## config.mk

```make
export PLATFORM = sky130hd
export DESIGN_NAME = spi_master
export DESIGN_NICKNAME = d
export VERILOG_FILES = /design/src/rtl/spi_pkg.sv /design/src/rtl/spi_clk_gen.sv /design/src/rtl/spi_master.sv
export SDC_FILE = /design/constraint.sdc
export NUM_CORES = 1
export LEC_CHECK = 0
export CORE_AREA = 2 2 88 90
export CTS_CLUSTER_SIZE = 14
export DETAILED_ROUTE_END_ITERATION = 16
export DIE_AREA = 0 0 90 92
export PLACE_DENSITY = 0.77
export SYNTH_ARGS = -nofsm -noshare
export SYNTH_HDL_FRONTEND = slang
export SYNTH_SLANG_ARGS = --single-unit
```

## constraint.sdc

```tcl
create_clock -name clk -period 2.35 [get_ports clk]
set_input_delay 0.5875 -clock clk [delete_from_list [all_inputs] [get_ports clk]]
set_output_delay 0.5875 -clock clk [all_outputs]
set_load 0.005 [all_outputs]
```

## src/rtl/spi_pkg.sv

```systemverilog
// Shared SPI master types and default sizing.
package spi_pkg;

  localparam int unsigned WORD_BITS_DEF   = 24;
  localparam int unsigned HALF_PERIOD_DEF = 4;
  localparam int unsigned HP_CNT_W        = 8;

  typedef enum logic [2:0] {
    IDLE,
    SETUP,
    SCK_HIGH,
    SCK_LOW,
    TAIL,
    HOLD,
    GAP
  } state_t;

endpackage

```

## src/rtl/spi_clk_gen.sv

```systemverilog
// Half-period down-counter; strobes on the last cycle of each phase and
// restarts whenever the FSM changes state.
module spi_clk_gen
  import spi_pkg::*;
#(
  parameter int unsigned HALF_PERIOD = HALF_PERIOD_DEF
) (
  input  logic clk,
  input  logic rst_n,
  input  logic reload,
  output logic phase_end_c
);

  localparam logic [HP_CNT_W-1:0] LOAD = HP_CNT_W'(HALF_PERIOD - 1);

  logic [HP_CNT_W-1:0] cnt;

  always_ff @(posedge clk) begin
    if (!rst_n) begin
      cnt <= LOAD;
    end else if (reload || (cnt == '0)) begin
      cnt <= LOAD;
    end else begin
      cnt <= cnt - 1'b1;
    end
  end

  assign phase_end_c = (cnt == '0);

endmodule

```

## src/rtl/spi_master.sv

```systemverilog
// SPI mode-0 master: MSB-first words, optional ssel hold between words,
// all pad-facing outputs registered.
module spi_master
  import spi_pkg::*;
#(
  parameter int unsigned HALF_PERIOD = HALF_PERIOD_DEF,
  parameter int unsigned WORD_BITS   = WORD_BITS_DEF
) (
  input  logic                 clk,
  input  logic                 rst_n,
  input  logic                 start,
  input  logic                 hold,
  input  logic [WORD_BITS-1:0] dataToSend,
  output logic                 busy,
  output logic                 done,
  output logic [WORD_BITS-1:0] receivedData,
  output logic                 sck,
  output logic                 mosi,
  input  logic                 miso,
  output logic                 ssel
);

  localparam int unsigned BIT_W = $clog2(WORD_BITS + 1);

  state_t               state;
  state_t               state_next;
  logic                 phase_end_c;
  logic                 reload_c;
  logic                 accept_c;
  logic                 shift_c;
  logic                 word_end_c;
  logic [BIT_W-1:0]     bit_cnt;
  logic [WORD_BITS-1:0] tx_shift;
  logic [WORD_BITS-1:0] rx_shift;

  assign reload_c = (state_next != state);

  spi_clk_gen #(
    .HALF_PERIOD(HALF_PERIOD)
  ) u_clk_gen (
    .clk        (clk),
    .rst_n      (rst_n),
    .reload     (reload_c),
    .phase_end_c(phase_end_c)
  );

  always_ff @(posedge clk) begin
    if (!rst_n) begin
      state <= IDLE;
    end else begin
      state <= state_next;
    end
  end

  // Every bit gets a full high and low phase, so the last low phase leads to TAIL.
  always_comb begin
    state_next = state;
    accept_c   = 1'b0;
    shift_c    = 1'b0;
    word_end_c = 1'b0;
    case (state)
      IDLE, HOLD: begin
        if (start) begin
          accept_c   = 1'b1;
          state_next = SETUP;
        end
      end
      SETUP:    if (phase_end_c) state_next = SCK_HIGH;
      SCK_HIGH: begin
        if (phase_end_c) begin
          shift_c    = 1'b1;
          state_next = SCK_LOW;
        end
      end
      SCK_LOW: begin
        if (phase_end_c) begin
          state_next = (bit_cnt == BIT_W'(WORD_BITS)) ? TAIL : SCK_HIGH;
        end
      end
      TAIL: begin
        if (phase_end_c) begin
          word_end_c = 1'b1;
          state_next = hold ? HOLD : GAP;
        end
      end
      GAP:      if (phase_end_c) state_next = IDLE;
      default:  state_next = IDLE;
    endcase
  end

  // Pin outputs decode the next state so they toggle on the same edge as the FSM.
  always_ff @(posedge clk) begin
    if (!rst_n) begin
      sck          <= 1'b0;
      ssel         <= 1'b1;
      mosi         <= 1'b0;
      busy         <= 1'b0;
      done         <= 1'b0;
      receivedData <= '0;
      bit_cnt      <= '0;
      tx_shift     <= '0;
      rx_shift     <= '0;
    end else begin
      sck  <= (state_next == SCK_HIGH);
      ssel <= (state_next inside {IDLE, GAP});
      busy <= !(state_next inside {IDLE, HOLD});
      done <= word_end_c;
      if (accept_c) begin
        tx_shift <= dataToSend;
        mosi     <= dataToSend[WORD_BITS-1];
        bit_cnt  <= '0;
      end else if (shift_c) begin
        tx_shift <= tx_shift << 1;
        mosi     <= tx_shift[WORD_BITS-2];
        rx_shift <= {rx_shift[WORD_BITS-2:0], miso};
        bit_cnt  <= bit_cnt + 1'b1;
      end
      if (word_end_c) begin
        receivedData <= rx_shift;
      end
    end
  end

endmodule

```

* Word-level counts from Yosys, hierarchy flattened
Cells that the tools add are included.
** Operators by class
- Reduce and logical (&&, ||, !) cells :: 12
- Mux-type cells :: 18
- Add/subtract/negate cells :: 2
- Bitwise gates (word level) :: 2
- Equality and inequality tests :: 11
** Operators by type and width (count)
- two-way mux 23 bit :: 2
- two-way mux 3 bit :: 7
- case mux 3 bit (6 select lines) :: 1
- == test 3 bit (second input constant) :: 5
- == test 3 x 2 -> 1 bit (second input constant) :: 3
- logical NOT 8 bit :: 1
- subtractor 8 x 1 -> 8 bit (second input constant) :: 1
- two-way mux 1 bit :: 7
- logical NOT 3 bit :: 2
- nonzero test 2 bit :: 3
- OR reduction 2 bit :: 3
- adder 5 x 1 -> 5 bit (second input constant) :: 1
- == test 5 bit (second input constant) :: 1
- == test 3 x 1 -> 1 bit (second input constant) :: 1
- inequality test 3 bit :: 1
- two-way mux 2 bit :: 1
- inverter 1 bit :: 2
- AND reduction 2 bit :: 1
- logical NOT 1 bit :: 1
- logical OR 1 bit :: 1
** Word-level totals
- Output and inout bits :: 29
- Register bits :: 92

* Logic depth before layout (Yosys ltp)
Gate-level depths: netlist (run 1).
- Word-level depth :: 7
- Mapped depth :: 9
- Mapped depth without buffers :: 7

* By module
A second synthesis (run 1) with hierarchy kept.
** Second synthesis, totals
- Cells, all modules :: 450
- Area, all modules :: 3726.1 µm²
** Modules (own cells, without submodules)
- spi_master :: area each 3338.2 µm², cells each 407, instances 1
- spi_clk_gen :: area each 387.9 µm², cells each 43, instances 1

* Worst setup path before layout (run 1)
OpenSTA, ideal clock, no wires.
- Path type :: register -> register
- Start :: register u_clk_gen.cnt[0]
- End :: register u_clk_gen.cnt[0]
- Arrival :: 1.989 ns
- Path slack :: 0.228 ns
- Cell stages (with the launch flop) :: 8
- Period minus slack after synthesis :: 2.122 ns
- Cell sequence :: dfxtp_1 -> inv_1 -> ha_1 -> or3b_2 -> nor4_4 -> a221oi_2 -> a2111oi_0 -> nand2_1
** Between the ends
- Word-level cells in the longest chain between the ends :: 6
** RTL lines
- from (decl) :: line spi_clk_gen.sv:16 : logic [HP_CNT_W-1:0] cnt;
- from (signal assigned) :: line spi_clk_gen.sv:24 : cnt <= cnt - 1'b1;
- logical NOT 8 bit :: line spi_clk_gen.sv:21, spi_clk_gen.sv:28
- two-way mux 3 bit, on equally long branches
- case mux 3 bit (6 select lines) :: line spi_master.sv:61 : case (state)
- inequality test 3 bit :: line spi_master.sv:36 : assign reload_c = (state_next != state);
- logical OR 1 bit :: line spi_clk_gen.sv:21 : end else if (reload || (cnt == '0)) begin
- OR reduction 2 bit (no source line)
Parallel ways exist; a longest one is shown, timed or not.
A chain may end at the register's enable or synchronous reset.

* Final worst setup path (run 1)
- Start :: register u_clk_gen.cnt[0]
- End :: register u_clk_gen.cnt[5]
Same word-level chain as after synthesis.

==> reports/metrics.yaml, run 1 <==
sta:
  worst_slack_ns: 0.105
  setup_viol: 0
  fin_crit_ns: 2.24
  fin_crit_sh: 0.955
  fmax_mhz: 445
  tightest_slew_ns: 0.579
  fin_skew_ns: 0.0107
  hold_viol: 0
  final-max-slew-violation-count: 0
  relSlewSlack: 0.608
  grt_setup_unrepaired: "true"
global_route:
  antenna_found_initial: 0
  grt_pass1_vias: 2880
  grt_pass1_wl_um: 12800
  grtUsageTotal: 0.191
  grt_max_degree: 79
  gr-total-overflow: 0
synthesis:
  synthArstFlopShare: 0
  syn_area_mm2: 0.00378
  yosys_warnings: 0
  synth_nets: 467
  synth_seq_cells: 92
  synthesis.instances: 434
  synth_cell_types: 43
  synth-edff-count: 0
  ys_seq_area_frac: 0.487
  yosys_most_used_dff: "dfxtp_1"
  synth_area_per_cell_um2: 8.71
cells_and_area:
  layout-area-overhead-vs-synth_pct: 24.4
  final_common_cell: "nand2_1"
  final_cell_mix: "nand2_1 (131), dfxtp_1 (92), a21boi_0 (69)"
  final_area_mm2: 0.00470
  final_net_count: 520
  finish.utilization: 0.631
  finalNonFillerCells: 594
  drive_gt1_frac: 0.0894
  diodes: 0
drt:
  drt_wl_total_um: 7530
  vias: 3103
  firstDrtPassIters: 5
  drc_errors: 0
  route.antenna.remaining_nets: 0
  viasPerCell: 5.22
  post_drt_wl_per_cell_um: 12.7
  drt-initial-drc-count: 122
setup_path:
  r2r-start: "u_clk_gen.cnt[0]$_SDFF_PP1_"
  cp.depth: 7
  reg2reg_to: "u_clk_gen.cnt[5]$_SDFF_PP0_"
  end_kind: "flip-flop"
  crit_family: "simple AND/OR/NAND/NOR gates"
  r2r_slack_ns: 0.11
  setup.worst_path.start: "u_clk_gen.cnt[0]$_SDFF_PP1_"
  rr_worst_depth: 7
  critPathCapture: "u_clk_gen.cnt[5]$_SDFF_PP0_"
  cp_num_buf_inv: 1
  start_kind: "flip-flop"
  slowest_delay_ns: 0.51
  cp_data_required_time_ns: 2.65
  critPathKind: "reg2reg"
  cp.arrival_ns: 2.55
  crit_chain: "inv_1 > ha_1 > or3b_2 > nor4_4 > a221oi_2 > a2111o_1 > nor2_1"
  critPathSlowestCell: "or3b_2"
  cp_max_fo: 7
power:
  finalPower_uw: 2820
  power.internal_uw: 2110
  p_switching_uw: 706
  ir_worst_vdd_mv: 0.319
  combPwrFrac: 0.076
  p_seq_frac: 0.574
  power_leakage_uw: 0.00161
  clkPwrFrac: 0.349
  switching_share: 0.250
  p_per_area_mw_per_mm2: 600
placement:
  hpwl_um: 5120
  gp_congestion: 0.848
  portBuffers: 57
  place_area_mm2: 0.00449
  place_ws_ns: -0.0424
  dpl.cell_count: 577
clocking:
  cts-root-buf: "clkbuf_8"
  clk_latency_ns: 0.37
  postCtsHoldBufs: 0
  numCtsBuffers: 9
  clk_pin_slew_worst_paths_ns: 0.09
  clockBufferDepth: 2
  cts_tree: "yes"
  h-tree-depth: 3
  cts_sinks: 92
die:
  dieArea_mm2: 0.00828
  die_h_um: 92
  fp.dieW_um: 90
  ios: 58
  rows: 32
  initial_utilization: 0.508
  core_area_mm2: 0.00745
run_status:
  status: "finished, final reports clean"
run:
  max-cap-violations: 0
worst_hold_path:
  hold_class: "reg2reg"
==> routing by layer <==
layer	wire, um	global-route usage	vias up
met2	3660	0.320	80
met3	329	0.0493	12
met4	128	0.0744	0
met5	0	0	-
li1	-	-	1581
met1	3410	0.235	1430
==> stage by stage <==
stage	TNS, ns	hold slack [ns]
after floorplan	0	0.371
after global placement	-0.00965	0.384
after detailed placement	-0.0621	0.391
after CTS	0	0.411
after global routing	0	0.429
final	0	0.405
==> what timing repair did <==
action                     in CTS  in global routing
pin swaps                       0                  4
setup buffers                   0                  1
gates resized for setup         1                  3
setup endpoints to repair       6                  8
==> registers in the layout, summed over array words and instances (netlist names) <==
register,cells
busy,1
u_clk_gen.cnt,8
done,1
rx_shift,24
tx_shift,23
bit_cnt,5
state,3
receivedData,24
sck,1
mosi,1
ssel,1
==> worst reg2reg max path, delay by kind of cell (launching register included) <==
kind,cells,cell delay [ns]
flops,1,0.33
simple gates,3,0.96
fa+ha+maj,1,0.20
compound gates,2,0.62
buf+inv,1,0.09
==> kinds of logic after synthesis <==
family                   after synthesis  share of synthesized area
XOR/XNOR                               9                     0.0209
AND/OR/NAND/NOR                      183                      0.224
adder cells (fa/ha/maj)                4                     0.0132
AO/OA/AOI/OAI                        110                      0.218
flip-flops                            92                      0.487
buffers and inverters                 36                     0.0364
==> cell usage after synthesis (2+ instances only) <==
| library cell | count | share of area |
|---|---|---|
| nor2b_1 | 2 | 0.0033 |
| a21boi_1 | 3 | 0.0060 |
| xor2_1 | 5 | 0.012 |
| and2_1 | 2 | 0.0033 |
| nand4b_1 | 2 | 0.0046 |
| clkbuf_1 | 27 | 0.027 |
| and2b_1 | 2 | 0.0040 |
| a22oi_1 | 23 | 0.046 |
| and4_1 | 3 | 0.0070 |
| o21ai_0 | 3 | 0.0040 |
| a21oi_1 | 4 | 0.0053 |
| nor2_1 | 16 | 0.016 |
| nand3_1 | 4 | 0.0053 |
| nor3b_1 | 2 | 0.0040 |
| a21boi_0 | 69 | 0.14 |
| nor4_1 | 2 | 0.0033 |
| nand2_1 | 131 | 0.13 |
| nand4_1 | 2 | 0.0033 |
| dfxtp_1 | 92 | 0.49 |
| nor4b_1 | 2 | 0.0046 |
| inv_1 | 7 | 0.0070 |
| buf_2 | 2 | 0.0026 |
| ha_1 | 4 | 0.013 |
| nor4_4 | 2 | 0.011 |
| xnor2_1 | 4 | 0.0093 |
| nor3_1 | 2 | 0.0026 |
==> layout make-up <==
| cell class | count | area, um^2 |
|---|---|---|
| timing repair buffer | 71 | 696 |
| inverter | 7 | 26.3 |
| multi-input combinational | 306 | 1830 |
| sequential | 92 | 1840 |
| tap | 102 | 128 |
| clock inverter | 7 | 58.8 |
| clock buffer | 9 | 124 |
| fill | 645 | 2750 |
==> power by group through the flow <==
stage               Clock [uW]  Combinational (uW)  Sequential, uW
floorplan                    0                 124            1650
finish                     985                 216            1620
detailed placement           0                 214            1660
global route              1080                 237            1630
global placement             0                 209            1650
CTS                       1020                 214            1620
==> worst min-delay path by stage <==
| stage | start | end | slack, ns | cells after the start |
|---|---|---|---|---|
| 3_3_place_gp | u_clk_gen.cnt[0]$_SDFF_PP1_ | u_clk_gen.cnt[0]$_SDFF_PP1_ | 0.38 | 1 |
| 4_1_cts | u_clk_gen.cnt[0]$_SDFF_PP1_ | u_clk_gen.cnt[0]$_SDFF_PP1_ | 0.41 | 1 |
| 6_report | u_clk_gen.cnt[0]$_SDFF_PP1_ | u_clk_gen.cnt[0]$_SDFF_PP1_ | 0.41 | 1 |
| 2_1_floorplan | u_clk_gen.cnt[0]$_SDFF_PP1_ | u_clk_gen.cnt[0]$_SDFF_PP1_ | 0.37 | 1 |
| 5_1_grt | u_clk_gen.cnt[0]$_SDFF_PP1_ | u_clk_gen.cnt[0]$_SDFF_PP1_ | 0.43 | 1 |
| 3_5_place_dp | u_clk_gen.cnt[0]$_SDFF_PP1_ | u_clk_gen.cnt[0]$_SDFF_PP1_ | 0.39 | 1 |
No activity file was read; power rests on OpenSTA's default activity.
==> inputs of run 2 (changes only) <==
--- a/config.mk
+++ b/config.mk
@@ -5,11 +5,12 @@
 export SDC_FILE = /design/constraint.sdc
 export NUM_CORES = 1
 export LEC_CHECK = 0
-export CORE_AREA = 2 2 88 90
+export CORE_AREA = 2 2 85 87
 export CTS_CLUSTER_SIZE = 14
 export DETAILED_ROUTE_END_ITERATION = 16
-export DIE_AREA = 0 0 90 92
-export PLACE_DENSITY = 0.77
+export DIE_AREA = 0 0 87 89
+export PLACE_DENSITY = 0.82
+export REMOVE_ABC_BUFFERS = 1
 export SYNTH_ARGS = -nofsm -noshare
 export SYNTH_HDL_FRONTEND = slang
 export SYNTH_SLANG_ARGS = --single-unit
==> constraint.sdc (replaced) <==
create_clock -name clk -period 2.6 [get_ports clk]
set_input_delay 0.65 -clock clk [delete_from_list [all_inputs] [get_ports clk]]
set_output_delay 0.65 -clock clk [all_outputs]
set_load 0.005 [all_outputs]
==> run 2 against run 1 <==
  * First-iteration DRC count up 43%
  * Design area down 0.24%
  * Clock skew down 0.0043 ns
  * Sequential power down 9.9%
  * Non-clock buffer count down 2
  * Highest routed layer unchanged
  * Combinational power down 13%
  * Setup slack better by 0.20 ns
  * Worst hold slack better by 0.0041 ns
  * Maximum frequency down 2.0%
  * Register-to-register slack better by 0.20 ns
  * Via count up 0.32%
  * Sequential share of layout area up 0.094 points
==> reports/metrics.yaml, run 2 (synthesis gave the netlist of run 1 again) <==
drt:
  firstDrtPassIters: 4  # was 5
  route.antenna.remaining_nets: 0  # unchanged
  drt_wl_total_um: 7420  # was 7530 um
  drc_errors: 0  # unchanged
  post_drt_wl_per_cell_um: 13.0  # was 12.7 um
  drt-initial-drc-count: 174  # was 122
  vias: 3113  # was 3103
  viasPerCell: 5.46  # was 5.22
sta:
  fin_skew_ns: 0.00635  # was 0.0107 ns
  hold_viol: 0  # unchanged
  final-max-slew-violation-count: 0  # unchanged
  grt_setup_unrepaired: "false"  # was true
  tns_ns: 0  # unchanged
  fin_crit_sh: 0.881  # was 0.955
  fmax_mhz: 437  # was 445 MHz
  setup_viol: 0  # unchanged
  tightest_slew_ns: 0.571  # was 0.579 ns
  fin_crit_ns: 2.29  # was 2.24 ns
  relSlewSlack: 0.619  # was 0.608
global_route:
  grt_max_degree: 67  # was 79
  grt_pass1_wl_um: 12600  # was 12800 um
  grtUsageTotal: 0.205  # was 0.191
  grt_pass1_vias: 2870  # was 2880
  gr-total-overflow: 0  # unchanged
  antenna_found_initial: 0  # unchanged
placement:
  place_area_mm2: 0.00445  # was 0.00449 mm^2
  dpl.cell_count: 554  # was 577
  portBuffers: 57  # unchanged
  gp_congestion: 0.869  # was 0.848
  hpwl_um: 5050  # was 5120 um
setup_path:
  end_kind: "flip-flop"  # unchanged
  r2r-start: "u_clk_gen.cnt[0]$_SDFF_PP1_"  # unchanged
  slowest_delay_ns: 0.55  # was 0.51 ns
  critPathSlowestCell: "a2111o_1"  # was or3b_2
  cp_num_buf_inv: 1  # unchanged
  start_kind: "flip-flop"  # unchanged
  cp_max_fo: 7  # unchanged
  crit_chain: "inv_1 > ha_1 > or3b_2 > nor4_4 > a221oi_2 > a2111o_1 > a21oi_2"  # was inv_1 > ha_1 > or3b_2 > nor4_4 > a221oi_2 > a2111o_1 > nor2_1
  crit_family: "simple AND/OR/NAND/NOR gates"  # unchanged
  critPathKind: "reg2reg"  # unchanged
  r2r_slack_ns: 0.31  # was 0.11 ns
  rr_worst_depth: 7  # unchanged
  cp.arrival_ns: 2.58  # was 2.55 ns
  reg2reg_to: "u_clk_gen.cnt[3]$_SDFF_PP0_"  # was u_clk_gen.cnt[5]$_SDFF_PP0_
  cp_data_required_time_ns: 2.89  # was 2.65 ns
clocking:
  cts-root-buf: "clkbuf_8"  # unchanged
  ctsResizeCount: 0  # was 1
  clk_latency_ns: 0.35  # was 0.37 ns
  clk_pin_slew_worst_paths_ns: 0.08  # was 0.09 ns
  postCtsHoldBufs: 0  # unchanged
  cts_tree: "yes"  # unchanged
  clockBufferDepth: 2  # unchanged
  numCtsBuffers: 9  # unchanged
  h-tree-depth: 3  # unchanged
  cts_sinks: 92  # unchanged
  post_cts_buffers: 0  # unchanged
worst_hold_path:
  hold_class: "reg2reg"  # unchanged
  holdPathStages: 1  # unchanged
  worstHoldEndpoint: "u_clk_gen.cnt[0]$_SDFF_PP1_"  # unchanged
  hold_path_startpoint: "u_clk_gen.cnt[0]$_SDFF_PP1_"  # unchanged
cells_and_area:
  layout-area-overhead-vs-synth_pct: 24.1  # was 24.4%
  diodes: 0  # unchanged
  final_common_cell: "nand2_1"  # unchanged
  final_net_count: 518  # was 520
  finish.utilization: 0.698  # was 0.631
  finalNonFillerCells: 570  # was 594
  drive_gt1_frac: 0.0816  # was 0.0894
  final_cell_mix: "nand2_1 (131), dfxtp_1 (92), a21boi_0 (69)"  # unchanged
  reg_top3: "receivedData x24, rx_shift x24, tx_shift x23"  # unchanged
  final_area_mm2: 0.00469  # was 0.00470 mm^2
die:
  core_area_mm2: 0.00672  # was 0.00745 mm^2
  ios: 58  # unchanged
  dieArea_mm2: 0.00774  # was 0.00828 mm^2
  die_h_um: 89  # was 92 um
  rows: 30  # was 32
  initial_utilization: 0.563  # was 0.508
  fp.dieW_um: 87  # was 90 um
power:
  power_leakage_uw: 0.00163  # was 0.00161 uW
  finalPower_uw: 2780  # was 2820 uW
  ir_worst_vdd_mv: 0.335  # was 0.319 mV
  p_per_area_mw_per_mm2: 593  # was 600 mW/mm^2
run:
  max-cap-violations: 0  # unchanged
run_status:
  status: "finished, final reports clean"  # unchanged
## run 2: changes by cell type in the layout (fill, tap and decap cells not counted)
cell / previous run / this run
buf_4: 12 / 11
nor3b_2: 0 / 1
a2111oi_2: 1 / 0
clkinv_2: 1 / 2
inv_8: 2 / 1
clkinvlp_4: 3 / 0
inv_6: 1 / 0
bufinv_16: 0 / 3
buf_12: 2 / 1
a2111oi_0: 0 / 1
clkbuf_1: 0 / 1
nor3b_4: 1 / 0
## run 2: report_power, final
part           total (uW)  internal (uW)  switching [uW]
clock network        1130            643             488
logic                 188            101            86.8
registers            1460           1440            22.4
## run 2: layout make-up
class                   count  area (um^2)
multi-input cells         306         1820
well taps                  80          100
inverters                   7         26.3
repair buffers             69          668
flip-flops and latches     92         1840
clock buffers              10          128
clock inverters             6          111
fillers                   546         2030
## run 2: worst register-to-register path, stage by stage (launching register included)
cell      delay, ns
dfxtp_1        0.33
inv_1          0.11
ha_1           0.18
or3b_2         0.50
nor4_4         0.31
a221oi_2       0.11
a2111o_1       0.55
a21oi_2        0.14
## run 2: through the flow
step / hold slack, ns / setup WS (ns)
2_1_floorplan: 0.371 / -0.229
3_3_place_gp: 0.382 / 0.324
3_5_place_dp: 0.392 / 0.175
4_1_cts: 0.414 / 0.156
5_1_grt: 0.423 / 0.174
6_report: 0.409 / 0.310
## run 2: routing by layer
layer | up-vias | routed length, um | GRT usage
li1 | 1577 | - | -
met1 | 1458 | 3320 | 0.252
met2 | 66 | 3630 | 0.349
met5 | - | 0 | 0
met3 | 12 | 368 | 0.0536
met4 | 0 | 110 | 0.0710
## run 2: worst max path at each step
stage                                           start                     endpoint  slack [ns]  depth (start not counted)
after detailed placement  u_clk_gen.cnt[0]$_SDFF_PP1_              ssel$_SDFF_PN1_        0.17                          7
after global placement    u_clk_gen.cnt[0]$_SDFF_PP1_              ssel$_SDFF_PN1_        0.32                          7
final                     u_clk_gen.cnt[0]$_SDFF_PP1_  u_clk_gen.cnt[3]$_SDFF_PP0_        0.31                          7
after global routing      u_clk_gen.cnt[1]$_SDFF_PP1_  u_clk_gen.cnt[1]$_SDFF_PP1_        0.17                          8
after CTS                 u_clk_gen.cnt[0]$_SDFF_PP1_              ssel$_SDFF_PN1_        0.16                          7
after floorplan                   state[0]$_SDFF_PN0_            mosi$_SDFFE_PN0P_       -0.23                          5
==> inputs of run 3 (changes only) <==
--- a/config.mk
+++ b/config.mk
@@ -5,11 +5,11 @@
 export SDC_FILE = /design/constraint.sdc
 export NUM_CORES = 1
 export LEC_CHECK = 0
-export CORE_AREA = 2 2 85 87
+export CORE_AREA = 2 2 92 94
 export CTS_CLUSTER_SIZE = 14
 export DETAILED_ROUTE_END_ITERATION = 16
-export DIE_AREA = 0 0 87 89
-export PLACE_DENSITY = 0.82
+export DIE_AREA = 0 0 94 96
+export PLACE_DENSITY = 0.74
 export REMOVE_ABC_BUFFERS = 1
 export SYNTH_ARGS = -nofsm -noshare
 export SYNTH_HDL_FRONTEND = slang
==> constraint.sdc (replaced) <==
create_clock -name clk -period 1.9 [get_ports clk]
set_input_delay 0.475 -clock clk [delete_from_list [all_inputs] [get_ports clk]]
set_output_delay 0.475 -clock clk [all_outputs]
set_load 0.005 [all_outputs]
==> run 3 against run 2 <==
  * Critical path type unchanged
  * Global-route usage down 1.8 points
  * Worst hold slack better by 0.048 ns
  * The flow now finishes with violations (negative setup slack)
  * Highest routed layer unchanged
  * Largest cell class is now multi-input combinational cells
  * Flip-flop and latch count unchanged
==> reports/metrics.yaml, run 3 (synthesis gave the netlist of run 1 again) <==
die:
  die_h_um: 96  # was 89 um
  ios: 58  # unchanged
  core_area_mm2: 0.00805  # was 0.00672 mm^2
  dieArea_mm2: 0.00902  # was 0.00774 mm^2
  initial_utilization: 0.469  # was 0.563
  fp.dieW_um: 94  # was 87 um
  rows: 33  # was 30
clocking:
  h-tree-depth: 3  # unchanged
  cts-root-buf: "clkbuf_8"  # unchanged
  cts_sinks: 92  # unchanged
  clk_pin_slew_worst_paths_ns: 0.10  # was 0.08 ns
  clk_latency_ns: 0.37  # was 0.35 ns
  clockBufferDepth: 2  # unchanged
  cts_tree: "yes"  # unchanged
  numCtsBuffers: 9  # unchanged
  postCtsHoldBufs: 0  # unchanged
sta:
  setup_viol: 76  # was 0
  grt_setup_unrepaired: "true"  # was false
  fmax_mhz: 478  # was 437 MHz
  fin_skew_ns: 0.0123  # was 0.00635 ns
  tightest_slew_ns: 0.512  # was 0.571 ns
  relSlewSlack: 0.654  # was 0.619
  whs_ns: 0.457  # was 0.409 ns
  fin_crit_ns: 2.09  # was 2.29 ns
  final-max-slew-violation-count: 0  # unchanged
  fin_crit_sh: 1.10  # was 0.881
  hold_viol: 0  # unchanged
  worst_slack_ns: -0.193  # was 0.310 ns
setup_path:
  critPathKind: "reg2reg"  # unchanged
  slowest_delay_ns: 0.49  # was 0.55 ns
  cp_max_fo: 6  # was 7
  cp_num_buf_inv: 1  # unchanged
  start_kind: "flip-flop"  # unchanged
  cp.arrival_ns: 2.40  # was 2.58 ns
  setup.worst_path.start: "u_clk_gen.cnt[1]$_SDFF_PP1_"  # was u_clk_gen.cnt[0]$_SDFF_PP1_
  r2r-start: "u_clk_gen.cnt[1]$_SDFF_PP1_"  # was u_clk_gen.cnt[0]$_SDFF_PP1_
  crit_chain: "inv_2 > ha_4 > or3b_4 > nor4_4 > a221oi_4 > a2111o_1 > a21oi_2"  # was inv_1 > ha_1 > or3b_2 > nor4_4 > a221oi_2 > a2111o_1 > a21oi_2
  crit_family: "simple AND/OR/NAND/NOR gates"  # unchanged
  end_kind: "flip-flop"  # unchanged
  cp_data_required_time_ns: 2.21  # was 2.89 ns
  critPathSlowestCell: "a2111o_1"  # unchanged
global_route:
  gr-total-overflow: 0  # unchanged
  antenna_found_initial: 0  # unchanged
  grt_max_degree: 79  # was 67
  grt_pass1_wl_um: 13300  # was 12600 um
  grtUsageTotal: 0.187  # was 0.205
  grt_pass1_vias: 2991  # was 2870
cells_and_area:
  n_fill_cell: 547  # was 546
  final_area_mm2: 0.00575  # was 0.00469 mm^2
  multi_input_area_mm2: 0.00227  # was 0.00182 mm^2
  final_common_cell: "dfxtp_1"  # was nand2_1
  final_cell_mix: "dfxtp_1 (87), nand2_1 (85), clkdlybuf4s50_1 (56)"  # was nand2_1 (131), dfxtp_1 (92), a21boi_0 (69)
  diodes: 0  # unchanged
  seqCellArea_mm2: 0.00185  # was 0.00184 mm^2
  layout-area-overhead-vs-synth_pct: 52.0  # was 24.1%
  drive_gt1_frac: 0.338  # was 0.0816
  reg_top3: "receivedData x24, rx_shift x24, tx_shift x23"  # unchanged
  final_net_count: 565  # was 518
drt:
  route.antenna.remaining_nets: 0  # unchanged
  post_drt_wl_per_cell_um: 15.3  # was 13.0 um
  drc_errors: 0  # unchanged
  vias: 3451  # was 3113
  viasPerCell: 5.38  # was 5.46
  drt_wl_total_um: 9810  # was 7420 um
  drt-initial-drc-count: 146  # was 174
  firstDrtPassIters: 4  # unchanged
placement:
  place_area_mm2: 0.00470  # was 0.00445 mm^2
  gp_congestion: 0.869  # about the same
  hpwl_um: 5190  # was 5050 um
  portBuffers: 57  # unchanged
run_status:
  status: "finished with violations"  # was finished, final reports clean
  violations: "negative setup slack"
power:
  p_per_area_mw_per_mm2: 644  # was 593 mW/mm^2
  ir_worst_vdd_mv: 0.419  # was 0.335 mV
  finalPower_uw: 3700  # was 2780 uW
  power_leakage_uw: 0.00212  # was 0.00163 uW
worst_hold_path:
  hold_class: "reg2reg"  # unchanged
  hold_path_startpoint: "receivedData[20]$_SDFFE_PN0P_"  # was u_clk_gen.cnt[0]$_SDFF_PP1_
run:
  max-cap-violations: 0  # unchanged
run 3: per-stage QoR:
| stage | setup TNS [ns] | utilization | setup WS, ns | instances |
|---|---|---|---|---|
| after floorplan | -46.63 | - | -0.929 | 405 |
| after global placement | -7.52 | 0.584 | -0.267 | 599 |
| after detailed placement | -11.91 | 0.584 | -0.346 | 599 |
| after CTS | -1.19 | 0.619 | -0.135 | 620 |
| after global routing | -11.71 | 0.714 | -0.281 | 641 |
| final | -4.90 | 0.714 | -0.193 | 641 |
run 3: repair_timing:
action	CTS	global route
endpoints found under the setup margin	91	86
pin swaps	11	68
gates resized for setup	14	196
cloned	0	10
buffers inserted	6	11
run 3: metal layers:
layer  track usage  up-vias  wire [um]
li1              -     1675          -
met1         0.226     1655       4090
met2         0.311       94       4990
met3        0.0525       27        408
met4        0.0870        0        316
met5             0        -          0
run 3: worst min-delay path, stage by stage (launching register included):
cell and delay, ns:
dfxtp_1 0.33, nand2_2 0.05, a21boi_1 0.04
run 3: worst paths after layout:
kind,end,slack [ns],depth (start not counted)
setup / recovery,u_clk_gen.cnt[3]$_SDFF_PP0_,-0.19,7
hold / removal,receivedData[20]$_SDFFE_PN0P_,0.46,2
setup reg to reg,u_clk_gen.cnt[3]$_SDFF_PP0_,-0.19,7
hold reg to reg,receivedData[20]$_SDFFE_PN0P_,0.46,2
run 3: cell type report:
type | instances | share of cell area
clock inverters | 5 | 0.0105
repair buffers | 116 | 0.224
inverters | 7 | 0.00457
flip-flops and latches | 92 | 0.322
multi-input cells | 306 | 0.395
well taps | 105 | 0.0229
clock buffers | 10 | 0.0222
run 3: power breakdown:
| part | switching (uW) | internal [uW] |
|---|---|---|
| combinational | 164 | 221 |
| sequential | 31.8 | 1970 |
| clock | 699 | 609 |
| total | 895 | 2800 |
